`src/rtl/ser_ctrl_if.sv`:
```
// Bundle of host-side and SER_core-side signals around ser_ctrl.
// The slave modport is the controller's view; master is the view of the host/core that drives it.
interface ser_ctrl_if #(
  parameter int DEPTH = 4
);
  localparam int CW = $clog2(DEPTH) + 1;

  // host TX side
  logic          txWr;
  logic [7:0]    txData;
  logic          txFull;
  logic [CW-1:0] txCount;

  // core TX side
  logic          AddrDw;
  logic [7:0]    Dw;
  logic          setSdoCompl;
  logic          sdoFinish;

  // core RX side
  logic          setSdiCompl;
  logic          setFramerr;
  logic [7:0]    Dr;
  logic          sdiBusy;
  logic          siDelay;

  // host RX / status side
  logic [7:0]    rxData;
  logic          rxValid;
  logic          rxAck;
  logic          skres;
  logic [2:0]    irqEn;
  logic [7:0]    skstat;
  logic          nIRQ;

  modport master (
    output txWr, txData, setSdoCompl, sdoFinish, setSdiCompl, setFramerr,
           Dr, sdiBusy, siDelay, rxAck, skres, irqEn,
    input  txFull, txCount, AddrDw, Dw, rxData, rxValid, skstat, nIRQ
  );

  modport slave (
    input  txWr, txData, setSdoCompl, sdoFinish, setSdiCompl, setFramerr,
           Dr, sdiBusy, siDelay, rxAck, skres, irqEn,
    output txFull, txCount, AddrDw, Dw, rxData, rxValid, skstat, nIRQ
  );
endinterface

```
`src/rtl/ser_ctrl.sv`:
```
// Byte-level sequencer for SER_core: TX byte FIFO feeding SEROUT one byte per
// "output needed" event, RX capture with overrun/framing flags, SKSTAT and nIRQ.
module ser_ctrl #(
  parameter int DEPTH = 4
) (
  input  logic       clk,
  input  logic       nReset,
  input  logic       en,
  ser_ctrl_if.slave  bus
);
  localparam int AW = $clog2(DEPTH);
  localparam int CW = AW + 1;

  typedef enum logic [1:0] {
    S_IDLE  = 2'd0,
    S_WRITE = 2'd1,
    S_WAIT  = 2'd2
  } state_t;

  state_t        state_q, state_d;

  logic [7:0]    fifo_mem [DEPTH];
  logic [AW-1:0] wr_ptr_q, wr_ptr_d;
  logic [AW-1:0] rd_ptr_q, rd_ptr_d;
  logic [CW-1:0] count_q, count_d;

  logic [7:0]    rx_data_q, rx_data_d;
  logic          rx_valid_q, rx_valid_d;
  logic          overrun_q, overrun_d;
  logic          frame_err_q, frame_err_d;
  logic          nirq_q, nirq_d;

  logic          fifo_empty;
  logic          fifo_full;
  logic          push;
  logic          pop;
  logic          addr_dw;
  logic [7:0]    dw;
  logic          tx_done;
  logic          irq_cause;

  assign fifo_empty = (count_q == '0);
  assign fifo_full  = (count_q == CW'(DEPTH));

  // Full test uses start-of-cycle occupancy: a pop in the same cycle does not make room.
  assign push = en & bus.txWr & ~fifo_full;
  assign pop  = en & addr_dw;

  // ---------------- TX FSM: state register ----------------
  always_ff @(posedge clk or negedge nReset) begin
    if (!nReset) begin
      state_q <= S_IDLE;
    end else begin
      state_q <= state_d;
    end
  end

  // ---------------- TX FSM: next state ----------------
  always_comb begin
    state_d = state_q;
    if (en) begin
      unique case (state_q)
        S_IDLE:  if (!fifo_empty) state_d = S_WRITE;
        S_WRITE: state_d = S_WAIT;
        S_WAIT:  if (bus.setSdoCompl) state_d = fifo_empty ? S_IDLE : S_WRITE;
        default: state_d = S_IDLE;
      endcase
    end
  end

  // ---------------- TX FSM: outputs ----------------
  always_comb begin
    addr_dw = 1'b0;
    dw      = 8'h00;
    if (state_q == S_WRITE) begin
      addr_dw = 1'b1;
      dw      = fifo_mem[rd_ptr_q];
    end
  end

  // ---------------- TX FIFO ----------------
  always_ff @(posedge clk) begin
    if (push) begin
      fifo_mem[wr_ptr_q] <= bus.txData;
    end
  end

  always_comb begin
    wr_ptr_d = wr_ptr_q;
    rd_ptr_d = rd_ptr_q;
    if (push) wr_ptr_d = wr_ptr_q + 1'b1;
    if (pop)  rd_ptr_d = rd_ptr_q + 1'b1;
    count_d = count_q + CW'(push) - CW'(pop);
  end

  // ---------------- RX capture and error flags ----------------
  always_comb begin
    rx_data_d   = rx_data_q;
    rx_valid_d  = rx_valid_q;
    overrun_d   = overrun_q;
    frame_err_d = frame_err_q;
    if (en) begin
      if (bus.setSdiCompl) begin
        rx_data_d  = bus.Dr;
        rx_valid_d = 1'b1;
      end else if (bus.rxAck) begin
        rx_valid_d = 1'b0;
      end
      // Sets take priority over skres so a coincident event is never lost.
      if (bus.setSdiCompl & rx_valid_q & ~bus.rxAck) overrun_d = 1'b1;
      else if (bus.skres)                            overrun_d = 1'b0;
      if (bus.setFramerr) frame_err_d = 1'b1;
      else if (bus.skres) frame_err_d = 1'b0;
    end
  end

  // ---------------- Interrupt ----------------
  assign tx_done   = fifo_empty & (state_q == S_IDLE) & bus.sdoFinish;
  assign irq_cause = (bus.irqEn[2] & rx_valid_q)
                   | (bus.irqEn[1] & fifo_empty & (state_q != S_WRITE))
                   | (bus.irqEn[0] & tx_done);

  always_comb begin
    nirq_d = nirq_q;
    if (en) nirq_d = ~irq_cause;
  end

  always_ff @(posedge clk or negedge nReset) begin
    if (!nReset) begin
      wr_ptr_q    <= '0;
      rd_ptr_q    <= '0;
      count_q     <= '0;
      rx_data_q   <= 8'h00;
      rx_valid_q  <= 1'b0;
      overrun_q   <= 1'b0;
      frame_err_q <= 1'b0;
      nirq_q      <= 1'b1;
    end else begin
      wr_ptr_q    <= wr_ptr_d;
      rd_ptr_q    <= rd_ptr_d;
      count_q     <= count_d;
      rx_data_q   <= rx_data_d;
      rx_valid_q  <= rx_valid_d;
      overrun_q   <= overrun_d;
      frame_err_q <= frame_err_d;
      nirq_q      <= nirq_d;
    end
  end

  // ---------------- Outputs ----------------
  assign bus.txFull  = fifo_full;
  assign bus.txCount = count_q;
  assign bus.AddrDw  = addr_dw;
  assign bus.Dw      = dw;
  assign bus.rxData  = rx_data_q;
  assign bus.rxValid = rx_valid_q;
  assign bus.nIRQ    = nirq_q;
  // SID level and receive-busy come straight from the core; error flags are registered.
  assign bus.skstat  = {~frame_err_q, 1'b1, ~overrun_q, ~bus.siDelay,
                        1'b1, 1'b1, ~bus.sdiBusy, 1'b1};
endmodule

```
`src/flat_wrapper.sv`:
```
// flat-port wrapper written by rule: the top's interface ports become plain ports
module ser_ctrl_flat 
#(
  parameter int DEPTH = 4
)
  (clk, nReset, en, bus_txWr, bus_txData, bus_setSdoCompl, bus_sdoFinish, bus_setSdiCompl, bus_setFramerr, bus_Dr, bus_sdiBusy, bus_siDelay, bus_rxAck, bus_skres, bus_irqEn, bus_txFull, bus_txCount, bus_AddrDw, bus_Dw, bus_rxData, bus_rxValid, bus_skstat, bus_nIRQ);
  ser_ctrl_if #(.DEPTH(DEPTH)) bus_i ();
  input  logic clk;
  input  logic nReset;
  input  logic en;
  input wire logic [$bits(bus_i.txWr)-1:0] bus_txWr;
  input wire logic [$bits(bus_i.txData)-1:0] bus_txData;
  input wire logic [$bits(bus_i.setSdoCompl)-1:0] bus_setSdoCompl;
  input wire logic [$bits(bus_i.sdoFinish)-1:0] bus_sdoFinish;
  input wire logic [$bits(bus_i.setSdiCompl)-1:0] bus_setSdiCompl;
  input wire logic [$bits(bus_i.setFramerr)-1:0] bus_setFramerr;
  input wire logic [$bits(bus_i.Dr)-1:0] bus_Dr;
  input wire logic [$bits(bus_i.sdiBusy)-1:0] bus_sdiBusy;
  input wire logic [$bits(bus_i.siDelay)-1:0] bus_siDelay;
  input wire logic [$bits(bus_i.rxAck)-1:0] bus_rxAck;
  input wire logic [$bits(bus_i.skres)-1:0] bus_skres;
  input wire logic [$bits(bus_i.irqEn)-1:0] bus_irqEn;
  output wire logic [$bits(bus_i.txFull)-1:0] bus_txFull;
  output wire logic [$bits(bus_i.txCount)-1:0] bus_txCount;
  output wire logic [$bits(bus_i.AddrDw)-1:0] bus_AddrDw;
  output wire logic [$bits(bus_i.Dw)-1:0] bus_Dw;
  output wire logic [$bits(bus_i.rxData)-1:0] bus_rxData;
  output wire logic [$bits(bus_i.rxValid)-1:0] bus_rxValid;
  output wire logic [$bits(bus_i.skstat)-1:0] bus_skstat;
  output wire logic [$bits(bus_i.nIRQ)-1:0] bus_nIRQ;
  assign bus_i.txWr = bus_txWr;
  assign bus_i.txData = bus_txData;
  assign bus_i.setSdoCompl = bus_setSdoCompl;
  assign bus_i.sdoFinish = bus_sdoFinish;
  assign bus_i.setSdiCompl = bus_setSdiCompl;
  assign bus_i.setFramerr = bus_setFramerr;
  assign bus_i.Dr = bus_Dr;
  assign bus_i.sdiBusy = bus_sdiBusy;
  assign bus_i.siDelay = bus_siDelay;
  assign bus_i.rxAck = bus_rxAck;
  assign bus_i.skres = bus_skres;
  assign bus_i.irqEn = bus_irqEn;
  assign bus_txFull = bus_i.txFull;
  assign bus_txCount = bus_i.txCount;
  assign bus_AddrDw = bus_i.AddrDw;
  assign bus_Dw = bus_i.Dw;
  assign bus_rxData = bus_i.rxData;
  assign bus_rxValid = bus_i.rxValid;
  assign bus_skstat = bus_i.skstat;
  assign bus_nIRQ = bus_i.nIRQ;
  ser_ctrl #(.DEPTH(DEPTH)) u_core (.clk(clk), .nReset(nReset), .en(en), .bus(bus_i));
endmodule
```
`config.mk`:
```
export PLATFORM = sky130hd
export DESIGN_NAME = ser_ctrl_flat
export DESIGN_NICKNAME = d
export VERILOG_FILES = /design/src/rtl/ser_ctrl_if.sv /design/src/rtl/ser_ctrl.sv /design/src/flat_wrapper.sv
export SDC_FILE = /design/constraint.sdc
export NUM_CORES = 1
export LEC_CHECK = 0
export BUFFER_PORTS_ARGS = -buffer_cell sky130_fd_sc_hd__buf_4
export CAP_MARGIN = 15
export CORE_ASPECT_RATIO = 0.7
export CORE_MARGIN = 3
export CORE_UTILIZATION = 55
export CTS_BUF_LIST = sky130_fd_sc_hd__clkbuf_16
export CTS_CLUSTER_DIAMETER = 30
export DETAILED_ROUTE_END_ITERATION = 7
export GPL_TIMING_DRIVEN = 0
export PLACE_DENSITY = 0.83
export SYNTH_ARGS = -nofsm -noshare
export SYNTH_HDL_FRONTEND = slang
export SYNTH_SLANG_ARGS = --single-unit
```
`constraint.sdc`:
```
create_clock -name clk -period 3.5 [get_ports clk]
set_input_delay 0 -clock clk [delete_from_list [all_inputs] [get_ports clk]]
set_output_delay 0 -clock clk [all_outputs]
set_load 0.02 [all_outputs]
```
# After elaboration in Yosys (flattened, before gate mapping)
# Memory sizes are Yosys's and may differ from the RTL's.
# Cells that the tools add are included.
# W data, S select, Z words.
[op_classes]
add_sub_neg = 4
n_eq_ne = 6
muxes = 13
n_bitwise = 20
reduce_logical = 10
[op_table]
columns = ["cell", "count"]
rows = [
  ["$and A1 B1 Y1", 11],
  ["$mux W1", 9],
  ["$mux W8", 1],
  ["$reduce_and A2 Y1", 4],
  ["$not A1 Y1", 7],
  ["$pmux W2 S3", 1],
  ["$reduce_bool A2 Y1", 3],
  ["$add A2 B1 Y2 const B", 2],
  ["$mux W2", 2],
  ["$ne A2 B2 Y1 const B", 2],
  ["$add A3 B1 Y3", 1],
  ["$eq A3 B3 Y1 const B", 1],
  ["$logic_not A3 Y1", 1],
  ["$reduce_and A3 Y1", 1],
  ["$sub A3 B1 Y3", 1],
  ["$eq A2 B1 Y1 const B", 1],
  ["$eq A2 B2 Y1 const B", 1],
  ["$logic_not A2 Y1", 1],
  ["$ne A2 B1 Y1 const B", 1],
  ["$or A1 B1 Y1", 2],
]
[totals]
reg_bits = 21
ram_bits = 32
input_bits = 31
output_inout_bits = 31
wordCells = 63
n_memories = 1
[mem_list]
columns = ["memory", "words", "width", "read_ports", "rd_ports_with_merged_regs", "wr", "line", "rtl"]
rows = [
  ["u_core.fifo_mem", 4, 8, 1, 0, 1, "ser_ctrl.sv:22", "logic [7:0] fifo_mem [DEPTH];"],
]

# Logic depth before layout (Yosys ltp)
[logic_depth]
word_depth = 6
mapped_depth = 10
ltp_nobuf = 10

# Least setup slack after synthesis
# No wires, ideal clock.
[synth_path]
path_kind = "flip-flop to flip-flop"
from = "register u_core.count_q[2] (netlist: u_core.bus.txCount[2])"
to = "register u_core.count_q[2] (netlist: u_core.bus.txCount[2])"
setup_time_ns = 0.123
arrival_time_ns = 1.821
required_time_ns = 3.377
setup_slack_ns = 1.556
path_stages_with_launch = 7
path_buffers = 0
synth_period_minus_slack_ns = 1.944
cell_sequence = "dfrtp_1 -> nor3b_4 -> nor2_4 -> ha_1 -> fa_1 -> xnor2_1 -> xnor2_1"
[synth_between]
elab_chain_len = 5
[synth_lines]
columns = ["element", "line", "rtl"]
rows = [
  ["start: declaration", "ser_ctrl.sv:25", "logic [CW-1:0] count_q, count_d;"],
  ["start signal: assignment", "ser_ctrl.sv:141", "count_q <= count_d;"],
  ["$eq A3 B3 Y1", "ser_ctrl.sv:43", "assign fifo_full = (count_q == CW'(DEPTH));"],
  ["via bus_txFull", "flat_wrapper.sv:23", "output wire logic [$bits(bus_i.txFull)-1:0] bus_txFull;"],
  ["$not A1 Y1", "ser_ctrl.sv:46", "assign push = en & bus.txWr & ~fifo_full;"],
  ["$and A1 B1 Y1", "ser_ctrl.sv:46", ""],
  ["via u_core.push", "ser_ctrl.sv:35", "logic push;"],
  ["$add A3 B1 Y3", "ser_ctrl.sv:93", "count_d = count_q + CW'(push) - CW'(pop);"],
  ["$sub A3 B1 Y3", "ser_ctrl.sv:93", ""],
  ["via u_core.count_d[2]", "ser_ctrl.sv:25", ""],
]
# The timed path passes the listed nets, and every way through them passes these cells.
# A chain may end at the register's enable or synchronous reset.

# Final worst setup path
[layout_path]
from = "register u_core.state_q[1]"
to = "register u_core.count_q[2] (netlist: u_core.bus.txCount[2])"
[layout_between]
elab_chain_len = 4
[layout_lines]
columns = ["element", "line", "rtl"]
rows = [
  ["start: declaration", "ser_ctrl.sv:20", "state_t state_q, state_d;"],
  ["start signal: assignment", "ser_ctrl.sv:54", "state_q <= state_d;"],
  ["$eq A2 B1 Y1", "ser_ctrl.sv:75", "if (state_q == S_WRITE) begin"],
  ["$mux W1", "ser_ctrl.sv:75", ""],
  ["$and A1 B1 Y1", "ser_ctrl.sv:47", "assign pop = en & addr_dw;"],
  ["via u_core.pop", "ser_ctrl.sv:36", "logic pop;"],
  ["$sub A3 B1 Y3", "ser_ctrl.sv:93", ""],
  ["via u_core.count_d[2]", "ser_ctrl.sv:25", ""],
]
# The timed path passes the listed nets, and every way through them passes these cells.

==> out/metrics.cfg <==
[power]
ir_worst_vdd_v = 0.000613
p_per_area_nw_per_um2 = 697
p_leak_uw = 0.00134

[logic_synthesis]
synth.top_cell.area_share_pct = 42.7
synth_top_family_by_area = multiplexers
ys_seq_area_share_pct = 66.2
synth-simple-area-share_pct = 8.24
syn_inst = 143
synth_fa_ha_area_share_pct = 4.23
synth.area.mux_share_pct = 12.5
synth_compound_area_share_pct = 2.06
synth.avg_cell_area_sq_um = 15.7
syn-cell-area_sq_um = 2250
synth_xor_area_share_pct = 1.95
netlist_top_cells_count = edfxtp_1 (32), dfrtp_1 (20), inv_1 (13)
synth.area.top_cells = edfxtp_1 (43%), dfrtp_1 (22%), mux4_2 (8.0%), mux2_2 (4.5%), and2_1 (3.3%)
synthDistinctLibCells = 26
synthFlopType = edfxtp_1
synth-edff-count = 32
yosysMostFrequentCell = edfxtp_1
ys_seq_elements = 53
async_flop_share_pct = 39.6
ys_warn_count = 0
yosys.area.top_type = edfxtp_1

[drt]
via_count = 1437
drt-vias-per-instance = 5.13
ant_nets = 0
dr_wl_met3_microns = 241
drtIter0Drc = 71
wire_per_inst_microns = 17.2
met1Wirelength_microns = 1980
dr.pass1.iters = 4
top_layer = met4
route.met2.wl_microns = 2520
wl_microns = 4810
post-route-drc-count = 0

[cts]
clkSlewWorstSetupHoldPaths_ns = 0.07
cts.sinks = 53
h-tree-depth = 2
cts_buffer_depth = 2
clock_latency_ns = 0.28
cts-root-buf = clkbuf_16
cts_buffers = 5
cts_tree = yes

[timing]
hold_viol = 0
fin_tns_setup_ns = 0
setup_viol = 0
max_clock_freq_mhz = 474
post-route-worst-setup-slack_ns = 1.39
slew_violations = 0
period_minus_slack_ns = 2.11
fin_crit_sh_pct = 60.3
rsz0062_at_grt = no
skew_ns = 0.00585

[grt]
antenna_found_initial = 0
grt_pass1_vias = 1501
overflow = 0
grt_pass1_wl_microns = 7450
grt_usage_pct = 21.5
grt_max_degree = 22

[die]
start_util_pct = 60.5
ios = 62
die_width_microns = 82.4
core_area_sq_um = 3720
rows = 18
die_h_microns = 59.5
die-area_sq_um = 4900

[critical_path]
cp_common_cell = inv_1
cp_max_fo = 4
r2r_slack_ns = 1.39
crit_chain = nand2b_1 -> inv_1 -> nand2_1 -> inv_1 -> ha_1 -> inv_1 -> ha_1 -> fa_1 -> xnor2_1 -> xnor2_1
ff2ff_path_depth = 10
arrival_ns = 2.31
r2r_start = u_core.state_q[1]$_DFFE_PN0P_
critPathCaptureType = flop
critical_path_class = reg -> reg
worst_ep_required_time_ns = 3.70
timing.rr.end = u_core.bus.txCount[2]$_DFF_PN0_
crit_buf_inv = 3
crit_family = adder cells
critPathLaunchType = flop
max_stage_delay_ns = 0.41
cp_slowest_cell = dfrtp_1

[hold_path]
worstHoldPathType = in -> reg
worstHoldStart = bus_irqEn[1]
holdPathEnd = u_core.bus.nIRQ$_DFFE_PN1P_
hold_depth = 3

[cells_and_area]
final_cell_area_sq_um = 3100
fillers = 193
fin_nets = 267
syn_to_final_growth_pct = 37.8
num_antenna_cells = 0
drive_gt1_share_pct = 40.0
final_cell_count_no_fill = 280
final_util_pct = 83.4

[placed_design]
place_inst = 253
pre_cts_ws_ns = 1.45
dp_hpwl_microns = 3180
globalplace.congestion = 0.767
port_buffers = 57
place_area_sq_um = 2750

[job]
max_cap_violations = 0

[status]
status = completed

-- worst min-delay path, stage by stage --
cell and delay (ns):
buf_4 0.08, o21bai_1 0.09, a41oi_1 0.12
-- cell type report --
| class | count | area, sq um | area share, % |
|---|---|---|---|
| multi-input cells | 72 | 667 | 21.5 |
| clock buffers | 6 | 150 | 4.84 |
| flip-flops and latches | 53 | 1490 | 48.0 |
| inverters | 13 | 48.8 | 1.57 |
| well taps | 50 | 62.6 | 2.02 |
| clock inverters | 2 | 8.76 | 0.283 |
| plain buffers | 8 | 56.3 | 1.82 |
| repair buffers | 76 | 618 | 19.9 |
-- power by group --
group | switching [uW] | internal (uW) | total [uW]
combinational | 408 | 386 | 794
sequential | 76.8 | 787 | 864
clock | 198 | 304 | 502
total | 683 | 1480 | 2160
-- state kept, by name, summed over array words and instances (netlist names) --
signal	count
u_core.bus.nIRQ	1
u_core.fifo_mem	32
u_core.state_q	2
u_core.rd_ptr_q	2
u_core.frame_err_q	1
u_core.bus.rxValid	1
u_core.overrun_q	1
u_core.bus.rxData	8
u_core.bus.txCount	3
u_core.wr_ptr_q	2
-- metrics by stage --
step / hold WS, ns / total power [uW]
after floorplan: -0.296 / 1360
after global placement: -0.109 / 1600
after detailed placement: -0.102 / 1650
after CTS: 0.0118 / 2170
after global routing: 0.0349 / 2280
final: 0.0147 / 2160
-- what timing repair did --
action	in CTS	in global routing
resized for setup	0	0
endpoints found under the hold margin	63	0
buffers inserted	0	0
hold buffers	19	0
-- metal layers --
layer	track usage (%)	up-vias
met3	4.26	11
li1	-	664
met1	27.1	707
met2	37.6	55
met5	0	-
met4	7.11	0
-- cell usage in the layout (no fill, tap or decap), types with 2 or more instances in the layout --
| cell type | n |
|---|---|
| mux4_2 | 8 |
| nand3_1 | 3 |
| dlygate4sd3_1 | 19 |
| ha_1 | 6 |
| dfrtp_1 | 20 |
| clkbuf_16 | 6 |
| xnor2_1 | 5 |
| o21ai_0 | 3 |
| nand2_1 | 11 |
| mux2_2 | 9 |
| conb_1 | 4 |
| buf_4 | 61 |
| nand2b_1 | 3 |
| edfxtp_1 | 32 |
| and2_1 | 12 |
| inv_1 | 14 |
| buf_2 | 2 |
-- how the worst max path moves through the flow --
| stage | start | endpoint | slack, ns | depth (start not counted) |
|---|---|---|---|---|
| CTS | u_core.state_q[1]$_DFFE_PN0P_ | u_core.bus.txCount[2]$_DFF_PN0_ | 1.41 | 10 |
| detailed placement | u_core.state_q[1]$_DFFE_PN0P_ | u_core.bus.txCount[2]$_DFF_PN0_ | 1.45 | 10 |
| finish | u_core.state_q[1]$_DFFE_PN0P_ | u_core.bus.txCount[2]$_DFF_PN0_ | 1.39 | 10 |
| global route | u_core.state_q[1]$_DFFE_PN0P_ | u_core.bus.txCount[2]$_DFF_PN0_ | 1.24 | 10 |
| global placement | u_core.state_q[1]$_DFFE_PN0P_ | u_core.bus.txCount[2]$_DFF_PN0_ | 1.55 | 10 |
| floorplan | u_core.bus.txCount[2]$_DFF_PN0_ | u_core.bus.txCount[2]$_DFF_PN0_ | 1.56 | 6 |
-- kinds of logic (layout without fill, tap and decap cells) --
family,after synthesis,after routing
DFF,53,53
and+or+nand+nor,32,32
buffers and inverters,21,105
muxes,17,17
adders and majority gates,7,7
AOI/OAI and AO/OA,7,7
xor gates and xnor gates,5,5
other,1,4
Power figures use the tool's default switching activity.
